File: src/rtl/panel_key_ctrl_if.sv
// Handshake between the panel key controller and the manual timing generator,
// together with the function bus the controller hands to the transfer logic.
interface panel_key_ctrl_if;
  logic       mfts_go;
  logic       mftp0;
  logic       mftp1;
  logic       mftp2;
  logic [2:0] fn;
  logic       fn_p0;
  logic       fn_p1;
  logic       fn_p2;
  logic       run_set;

  // Key controller side: drives the start level and function bus, receives pulses.
  modport master (
    output mfts_go, fn, fn_p0, fn_p1, fn_p2, run_set,
    input  mftp0, mftp1, mftp2
  );

  // Generator / consumer side.
  modport slave (
    input  mfts_go, fn, fn_p0, fn_p1, fn_p2, run_set,
    output mftp0, mftp1, mftp2
  );
endinterface

File: src/rtl/panel_key_ctrl.sv
// Front-panel key controller: synchronises and debounces the console keys,
// picks one manual function, holds mfts_go while the timing generator runs
// and turns its three timing pulses into one-cycle function strobes.
module panel_key_ctrl #(
  parameter int DEBOUNCE_CYCLES = 1000000,
  parameter int HOLDOFF_CYCLES  = 32,
  parameter int GO_TIMEOUT      = 1024
) (
  input  logic             clk,
  input  logic             rst,
  input  logic             key_start,
  input  logic             key_load_add,
  input  logic             key_dep,
  input  logic             key_exam,
  input  logic             key_cont,
  input  logic             key_stop,
  input  logic             run,
  panel_key_ctrl_if.master gen,
  output logic             stop_req,
  output logic             fault
);

  localparam int DB_W = $clog2(DEBOUNCE_CYCLES + 1);
  localparam int HO_W = $clog2(HOLDOFF_CYCLES + 1);
  localparam int TO_W = $clog2(GO_TIMEOUT + 1);
  localparam logic [DB_W-1:0] DB_LAST = DB_W'(DEBOUNCE_CYCLES - 1);
  localparam logic [HO_W-1:0] HO_LAST = HO_W'(HOLDOFF_CYCLES - 1);
  localparam logic [TO_W-1:0] TO_LAST = TO_W'(GO_TIMEOUT - 1);
  localparam int K_STOP = 5;

  localparam logic [2:0] FN_NONE     = 3'd0;
  localparam logic [2:0] FN_START    = 3'd1;
  localparam logic [2:0] FN_LOAD_ADD = 3'd2;
  localparam logic [2:0] FN_DEP      = 3'd3;
  localparam logic [2:0] FN_EXAM     = 3'd4;
  localparam logic [2:0] FN_CONT     = 3'd5;

  typedef enum logic [1:0] {
    ST_IDLE    = 2'd0,
    ST_BUSY    = 2'd1,
    ST_HOLDOFF = 2'd2,
    ST_RELEASE = 2'd3
  } state_t;

  // Key vector, bit 0 = START ... bit 5 = STOP
  logic [5:0]      key_raw_s;
  logic [5:0]      sync1_r;
  logic [5:0]      sync2_r;
  logic [5:0]      deb_r;
  logic [5:0]      press_r;
  logic [DB_W-1:0] db_cnt_r [6];

  state_t          state_r;
  logic            go_r;
  logic [2:0]      fn_r;
  logic            fn_p0_r;
  logic            fn_p1_r;
  logic            fn_p2_r;
  logic            run_set_r;
  logic            fault_r;
  logic            seen_p0_r;
  logic [TO_W-1:0] tmo_r;
  logic [HO_W-1:0] ho_r;
  logic [2:0]      mftp_prev_r;

  logic [2:0]      mftp_s;
  logic [2:0]      mftp_rise_s;
  logic            mftp2_fall_s;
  logic [2:0]      sel_fn_s;

  assign key_raw_s    = {key_stop, key_cont, key_exam, key_dep, key_load_add, key_start};
  assign mftp_s       = {gen.mftp2, gen.mftp1, gen.mftp0};
  assign mftp_rise_s  = mftp_s & ~mftp_prev_r;
  assign mftp2_fall_s = ~mftp_s[2] & mftp_prev_r[2];

  assign gen.mfts_go  = go_r;
  assign gen.fn       = fn_r;
  assign gen.fn_p0    = fn_p0_r;
  assign gen.fn_p1    = fn_p1_r;
  assign gen.fn_p2    = fn_p2_r;
  assign gen.run_set  = run_set_r;
  assign stop_req     = press_r[K_STOP];
  assign fault        = fault_r;

  // Two-flop synchroniser for the asynchronous raw keys
  always_ff @(posedge clk or posedge rst) begin
    if (rst) begin
      sync1_r <= 6'b000000;
      sync2_r <= 6'b000000;
    end else begin
      sync1_r <= key_raw_s;
      sync2_r <= sync1_r;
    end
  end

  // Per-key stability counter; the debounced state flips after a full run of
  // disagreement and a one-cycle press pulse marks each debounced rising edge
  always_ff @(posedge clk or posedge rst) begin
    if (rst) begin
      deb_r   <= 6'b000000;
      press_r <= 6'b000000;
      for (int i = 0; i < 6; i++) begin
        db_cnt_r[i] <= '0;
      end
    end else begin
      for (int i = 0; i < 6; i++) begin
        if (sync2_r[i] == deb_r[i]) begin
          db_cnt_r[i] <= '0;
          press_r[i]  <= 1'b0;
        end else if (db_cnt_r[i] >= DB_LAST) begin
          deb_r[i]    <= sync2_r[i];
          db_cnt_r[i] <= '0;
          press_r[i]  <= sync2_r[i];
        end else begin
          db_cnt_r[i] <= db_cnt_r[i] + DB_W'(1);
          press_r[i]  <= 1'b0;
        end
      end
    end
  end

  // Fixed-priority pick among this cycle's press events (STOP excluded)
  always_comb begin
    sel_fn_s = FN_NONE;
    if (press_r[0]) begin
      sel_fn_s = FN_START;
    end else if (press_r[1]) begin
      sel_fn_s = FN_LOAD_ADD;
    end else if (press_r[2]) begin
      sel_fn_s = FN_DEP;
    end else if (press_r[3]) begin
      sel_fn_s = FN_EXAM;
    end else if (press_r[4]) begin
      sel_fn_s = FN_CONT;
    end else begin
      sel_fn_s = FN_NONE;
    end
  end

  // Operation sequencer; strobes are registered, so each follows the sampled
  // pulse edge by one cycle and run_set lines up exactly with fn_p2
  always_ff @(posedge clk or posedge rst) begin
    if (rst) begin
      state_r     <= ST_RELEASE;
      go_r        <= 1'b0;
      fn_r        <= FN_NONE;
      fn_p0_r     <= 1'b0;
      fn_p1_r     <= 1'b0;
      fn_p2_r     <= 1'b0;
      run_set_r   <= 1'b0;
      fault_r     <= 1'b0;
      seen_p0_r   <= 1'b0;
      tmo_r       <= '0;
      ho_r        <= '0;
      mftp_prev_r <= 3'b000;
    end else begin
      mftp_prev_r <= mftp_s;
      fn_p0_r     <= 1'b0;
      fn_p1_r     <= 1'b0;
      fn_p2_r     <= 1'b0;
      run_set_r   <= 1'b0;
      fault_r     <= 1'b0;
      case (state_r)
        ST_IDLE: begin
          tmo_r     <= '0;
          ho_r      <= '0;
          seen_p0_r <= 1'b0;
          if ((sel_fn_s != FN_NONE) && !run) begin
            fn_r    <= sel_fn_s;
            go_r    <= 1'b1;
            state_r <= ST_BUSY;
          end else begin
            state_r <= ST_IDLE;
          end
        end
        ST_BUSY: begin
          fn_p0_r   <= mftp_rise_s[0];
          fn_p1_r   <= mftp_rise_s[1];
          fn_p2_r   <= mftp_rise_s[2];
          run_set_r <= mftp_rise_s[2] & ((fn_r == FN_START) | (fn_r == FN_CONT));
          if (mftp_rise_s[0]) begin
            seen_p0_r <= 1'b1;
          end
          if (mftp2_fall_s) begin
            go_r    <= 1'b0;
            fn_r    <= FN_NONE;
            ho_r    <= '0;
            state_r <= ST_HOLDOFF;
          end else if (!seen_p0_r && !mftp_rise_s[0]) begin
            if (tmo_r >= TO_LAST) begin
              // generator never answered: abandon the operation
              fault_r <= 1'b1;
              go_r    <= 1'b0;
              fn_r    <= FN_NONE;
              ho_r    <= '0;
              state_r <= ST_HOLDOFF;
            end else begin
              tmo_r <= tmo_r + TO_W'(1);
            end
          end else begin
            state_r <= ST_BUSY;
          end
        end
        ST_HOLDOFF: begin
          // keep mfts_go low long enough for the generator timer to clear
          if (ho_r >= HO_LAST) begin
            state_r <= ST_RELEASE;
          end else begin
            ho_r <= ho_r + HO_W'(1);
          end
        end
        ST_RELEASE: begin
          if (deb_r == 6'b000000) begin
            state_r <= ST_IDLE;
          end else begin
            state_r <= ST_RELEASE;
          end
        end
        default: begin
          go_r    <= 1'b0;
          fn_r    <= FN_NONE;
          state_r <= ST_RELEASE;
        end
      endcase
    end
  end

endmodule

File: src/flat_wrapper.sv
// flat-port wrapper written by rule: the top's interface ports become plain ports
module panel_key_ctrl_flat 
#(
  parameter int DEBOUNCE_CYCLES = 1000000,
  parameter int HOLDOFF_CYCLES  = 32,
  parameter int GO_TIMEOUT      = 1024
)
  (clk, rst, key_start, key_load_add, key_dep, key_exam, key_cont, key_stop, run, stop_req, fault, gen_mfts_go, gen_fn, gen_fn_p0, gen_fn_p1, gen_fn_p2, gen_run_set, gen_mftp0, gen_mftp1, gen_mftp2);
  panel_key_ctrl_if gen_i ();
  input  logic clk;
  input  logic rst;
  input  logic key_start;
  input  logic key_load_add;
  input  logic key_dep;
  input  logic key_exam;
  input  logic key_cont;
  input  logic key_stop;
  input  logic run;
  output logic stop_req;
  output logic fault;
  output wire logic [$bits(gen_i.mfts_go)-1:0] gen_mfts_go;
  output wire logic [$bits(gen_i.fn)-1:0] gen_fn;
  output wire logic [$bits(gen_i.fn_p0)-1:0] gen_fn_p0;
  output wire logic [$bits(gen_i.fn_p1)-1:0] gen_fn_p1;
  output wire logic [$bits(gen_i.fn_p2)-1:0] gen_fn_p2;
  output wire logic [$bits(gen_i.run_set)-1:0] gen_run_set;
  input wire logic [$bits(gen_i.mftp0)-1:0] gen_mftp0;
  input wire logic [$bits(gen_i.mftp1)-1:0] gen_mftp1;
  input wire logic [$bits(gen_i.mftp2)-1:0] gen_mftp2;
  assign gen_mfts_go = gen_i.mfts_go;
  assign gen_fn = gen_i.fn;
  assign gen_fn_p0 = gen_i.fn_p0;
  assign gen_fn_p1 = gen_i.fn_p1;
  assign gen_fn_p2 = gen_i.fn_p2;
  assign gen_run_set = gen_i.run_set;
  assign gen_i.mftp0 = gen_mftp0;
  assign gen_i.mftp1 = gen_mftp1;
  assign gen_i.mftp2 = gen_mftp2;
  panel_key_ctrl #(.DEBOUNCE_CYCLES(DEBOUNCE_CYCLES), .HOLDOFF_CYCLES(HOLDOFF_CYCLES), .GO_TIMEOUT(GO_TIMEOUT)) u_core (.clk(clk), .rst(rst), .key_start(key_start), .key_load_add(key_load_add), .key_dep(key_dep), .key_exam(key_exam), .key_cont(key_cont), .key_stop(key_stop), .run(run), .gen(gen_i), .stop_req(stop_req), .fault(fault));
endmodule
File: config.mk
export PLATFORM = sky130hd
export DESIGN_NAME = panel_key_ctrl_flat
export DESIGN_NICKNAME = d
export VERILOG_FILES = /design/src/rtl/panel_key_ctrl_if.sv /design/src/rtl/panel_key_ctrl.sv /design/src/flat_wrapper.sv
export SDC_FILE = /design/constraint.sdc
export NUM_CORES = 1
export LEC_CHECK = 0
export ABC_AREA = 1
export CORE_MARGIN = 10
export CORE_UTILIZATION = 25
export DETAILED_ROUTE_END_ITERATION = 10
export GPL_ROUTABILITY_DRIVEN = 0
export PLACE_DENSITY = 0.46
export SLEW_MARGIN = 25
export SYNTH_ARGS = -nofsm -noshare
export SYNTH_HDL_FRONTEND = slang
export SYNTH_SLANG_ARGS = --single-unit
File: constraint.sdc
create_clock -name clk -period 5.6 [get_ports clk]
set_clock_uncertainty 0.1 [all_clocks]
set_input_delay 0.84 -clock clk [delete_from_list [all_inputs] [get_ports clk]]
set_output_delay 0.84 -clock clk [all_outputs]
set_load 0.05 [all_outputs]
==> impl_metrics.toml <==
[drt]
firstDrtPassIters = 4
ant_nets = 0
via_count = 6854
avgViaCountPerCell = 4.17
wl_met1_um = 9420
drc = 0
wire_per_inst_um = 11.1
wl_met3_um = 551
drtIter0Drc = 346
met2_wirelength_um = 8070
wirelength_um = 18200
routed.top_layer = "met4"

[critical_path]
path_cells = "clkdlybuf4s50_1"
worstPathMaxFanout = 3
critPathMaxStageDelay_ns = 0.83
path_class = "reg2out"
path_buf_inv = 1
start_kind = "flip-flop"
slowest_stage = "clkdlybuf4s50_1"
cp.arrival_ns = 1.63
cp-end-kind = "output port"
worst_path_dominant_cell_family = "buffers and inverters"
crit_required_ns = 4.66

[floorplanning]
rows = 69
die_h_um = 211
start_util_pct = 25.5
core_region_area_mm2 = 0.0358
io_pins = 22
dieWidth_um = 211
dieArea_mm2 = 0.0446

[power]
p_comb_share_pct = 3.0
clock_power_share_pct = 48.8
power.density_mw_per_mm2 = 256
switchingPower_mw = 0.589
pwr-share-seq_pct = 48.2
p_int_mw = 2.10
p_leak_nw = 4.65
sw_frac_of_total_pct = 21.9
ir_drop_mv = 0.183
power_mw = 2.69

[synthesis]
synth_area_mm2 = 0.00914
syn_inst = 1142
synth_top_area_share_pct = 47.6
ys_seq_elements = 176
synth_area_leaders = "dfrtp_1, nand2_1, nor2_1"
syn-mean-instance-area_um2 = 8.01
yosysUniqueCellTypes = 36
synthArstFlopShare_pct = 100
synth.largest_area_cell = "dfrtp_1"
ys_seq_area_share_pct = 48.2
yosys_warnings = 0
synth_flop_cell = "dfrtp_1"
syn_nets = 1162
synth_most_common_cell = "nand2_1"
synth-edff-count = 0
synth_commonest_cells = "nand2_1, nor2_1, dfrtp_1, inv_1, nand3_1"

[global_route]
first_global_vias = 6765
antenna_found_initial = 0
grtUsageTotal_pct = 8.68
grt_pass1_wl_um = 32400
grt-ovfl-total = 0
grt_max_degree = 177

[cts]
post_cts_buffers = 0
root_buffer = "clkbuf_16"
cts_resized = 0
cts_hold_buffers = 0
clock_sinks = 176
insertion_delay_ns = 0.43
clk_pin_slew_ns = 0.07
ctsHtreeMaxLevel = 4
clk_path_buf_depth = 2
cts_tree = "yes"
numCtsBuffers = 17

[place]
hpwlAfterDp_um = 12500
port_buffers = 21

[layout]
fillerInstances = 3833
layout.nets = 1190
area_growth_syn_to_layout_pct = 15.1
drive_above_1_share_pct = 6.26
n_antenna_cell = 0

[timing]
hold_viol = 0
max_slew.worst_pin.slew_ns = 0.891
setup-tns-final_ns = 0
rsz0062_at_grt = "no"
fin_crit_sh_pct = 46.0
slew_violations = 0
layout_min_cycle_time_ns = 2.57
maxSlewHeadroom_pct = 40.4
setup_violations = 0
timing.fmax_ghz = 0.388

[outcome]
status = "finished, final reports clean"

[flow_run]
drv_cap = 0

[hold_path]
hold_class = "reg2reg"
through the flow:
step | util [%] | hold slack, ns | cell area [um2] | worst slack (ns) | std cells
floorplan | - | 0.231 | 9150 | 2.41 | 1142
global placement | 27.5 | 0.237 | 9850 | 3.19 | 1611
detailed placement | 27.5 | 0.240 | 9850 | 3.17 | 1611
CTS | 29.3 | 0.258 | 10500 | 3.00 | 1643
global route | 29.4 | 0.273 | 10500 | 2.98 | 1644
finish | 29.4 | 0.253 | 10500 | 3.03 | 1644
worst register-to-register path, cell delays in order, from the launching register on:
cell and delay [ns]:
dfrtp_1 0.40, ha_1 0.23, nand3_1 0.15, nor3_1 0.11, nand3_1 0.11, nand4_1 0.67, a21oi_1 0.35
state kept, by name, summed over array words and instances, names as in the netlist:
register and count:
u_core.mftp_prev_r 3, u_core.press_r 6, u_core.sync1_r 6, u_core.gen.mfts_go 1, u_core.gen.fn_p2 1, u_core.db_cnt_r 120
u_core.sync2_r 6, u_core.gen.fn_p0 1, u_core.state_r 2, u_core.deb_r 6, u_core.fault 1, u_core.gen.fn_p1 1
u_core.gen.run_set 1, u_core.tmo_r 11, u_core.ho_r 6, u_core.gen.fn 3, u_core.seen_p0_r 1
final timing paths:
check | startpoint | to | slack [ns] | depth (start not counted)
setup / recovery | u_core.gen.fn[0] | gen_fn[0] | 3.03 | 1
hold / removal | u_core.sync1_r[5] | u_core.sync2_r[5] | 0.25 | 0
setup reg to reg | u_core.db_cnt_r[80] | u_core.db_cnt_r[99] | 3.39 | 6
hold reg to reg | u_core.sync1_r[5] | u_core.sync2_r[5] | 0.25 | 0
max in group asynchronous | rst | u_core.db_cnt_r[4] | 3.84 | 4
min in group asynchronous | rst | u_core.db_cnt_r[68] | 0.81 | 3
kinds of logic (layout without fill, tap and decap cells):
family / count (synthesis) / in the layout / share of synthesized area (%)
AND/OR/NAND/NOR: 678 / 678 / 32.0
flip-flops: 176 / 176 / 48.2
buffers and inverters: 141 / 182 / 6.34
XOR/XNOR: 102 / 102 / 9.77
AO/OA/AOI/OAI: 37 / 37 / 2.56
adder cells (fa/ha/maj): 8 / 8 / 1.09
metal layers:
metal	GRT usage [%]	vias up
met4	2.32	0
met1	11.6	3175
met3	2.20	9
met5	0	-
li1	-	3611
met2	13.6	59
cell type report:
cell class                 instances  area (um2)  area share (%)
clock inverter                    14         211            2.01
multi-input combinational        825        4160            39.5
timing repair buffer              23         258            2.45
sequential                       176        4410            41.9
clock buffer                      18         429            4.08
inverter                         127         480            4.57
tap                              461         577            5.48
layout by cell type, fill, tap and decap left out, types with 5 or more instances in the layout:
cell type,n
nand2_1,256
nor2_1,253
dfrtp_1,174
inv_1,123
nand3_1,84
xor2_1,77
nand4_1,27
nor3_1,25
xnor2_1,25
clkdlybuf4s50_1,21
clkbuf_16,17
o21ai_0,11
o21bai_1,9
ha_1,8
a21oi_1,7
nor2_2,6
nor3_2,6
o21ai_2,5
bufinv_16,5
power groups by stage:
stage / registers (mW) / logic (mW) / clock network [mW]
3_3_place_gp: 1.32 / 0.0823 / 0
2_1_floorplan: 1.32 / 0.0597 / 0
6_report: 1.30 / 0.0802 / 1.31
5_1_grt: 1.30 / 0.0955 / 1.42
3_5_place_dp: 1.32 / 0.0818 / 0
4_1_cts: 1.30 / 0.0822 / 1.37
Note: power is estimated with default switching activity, not from simulation.
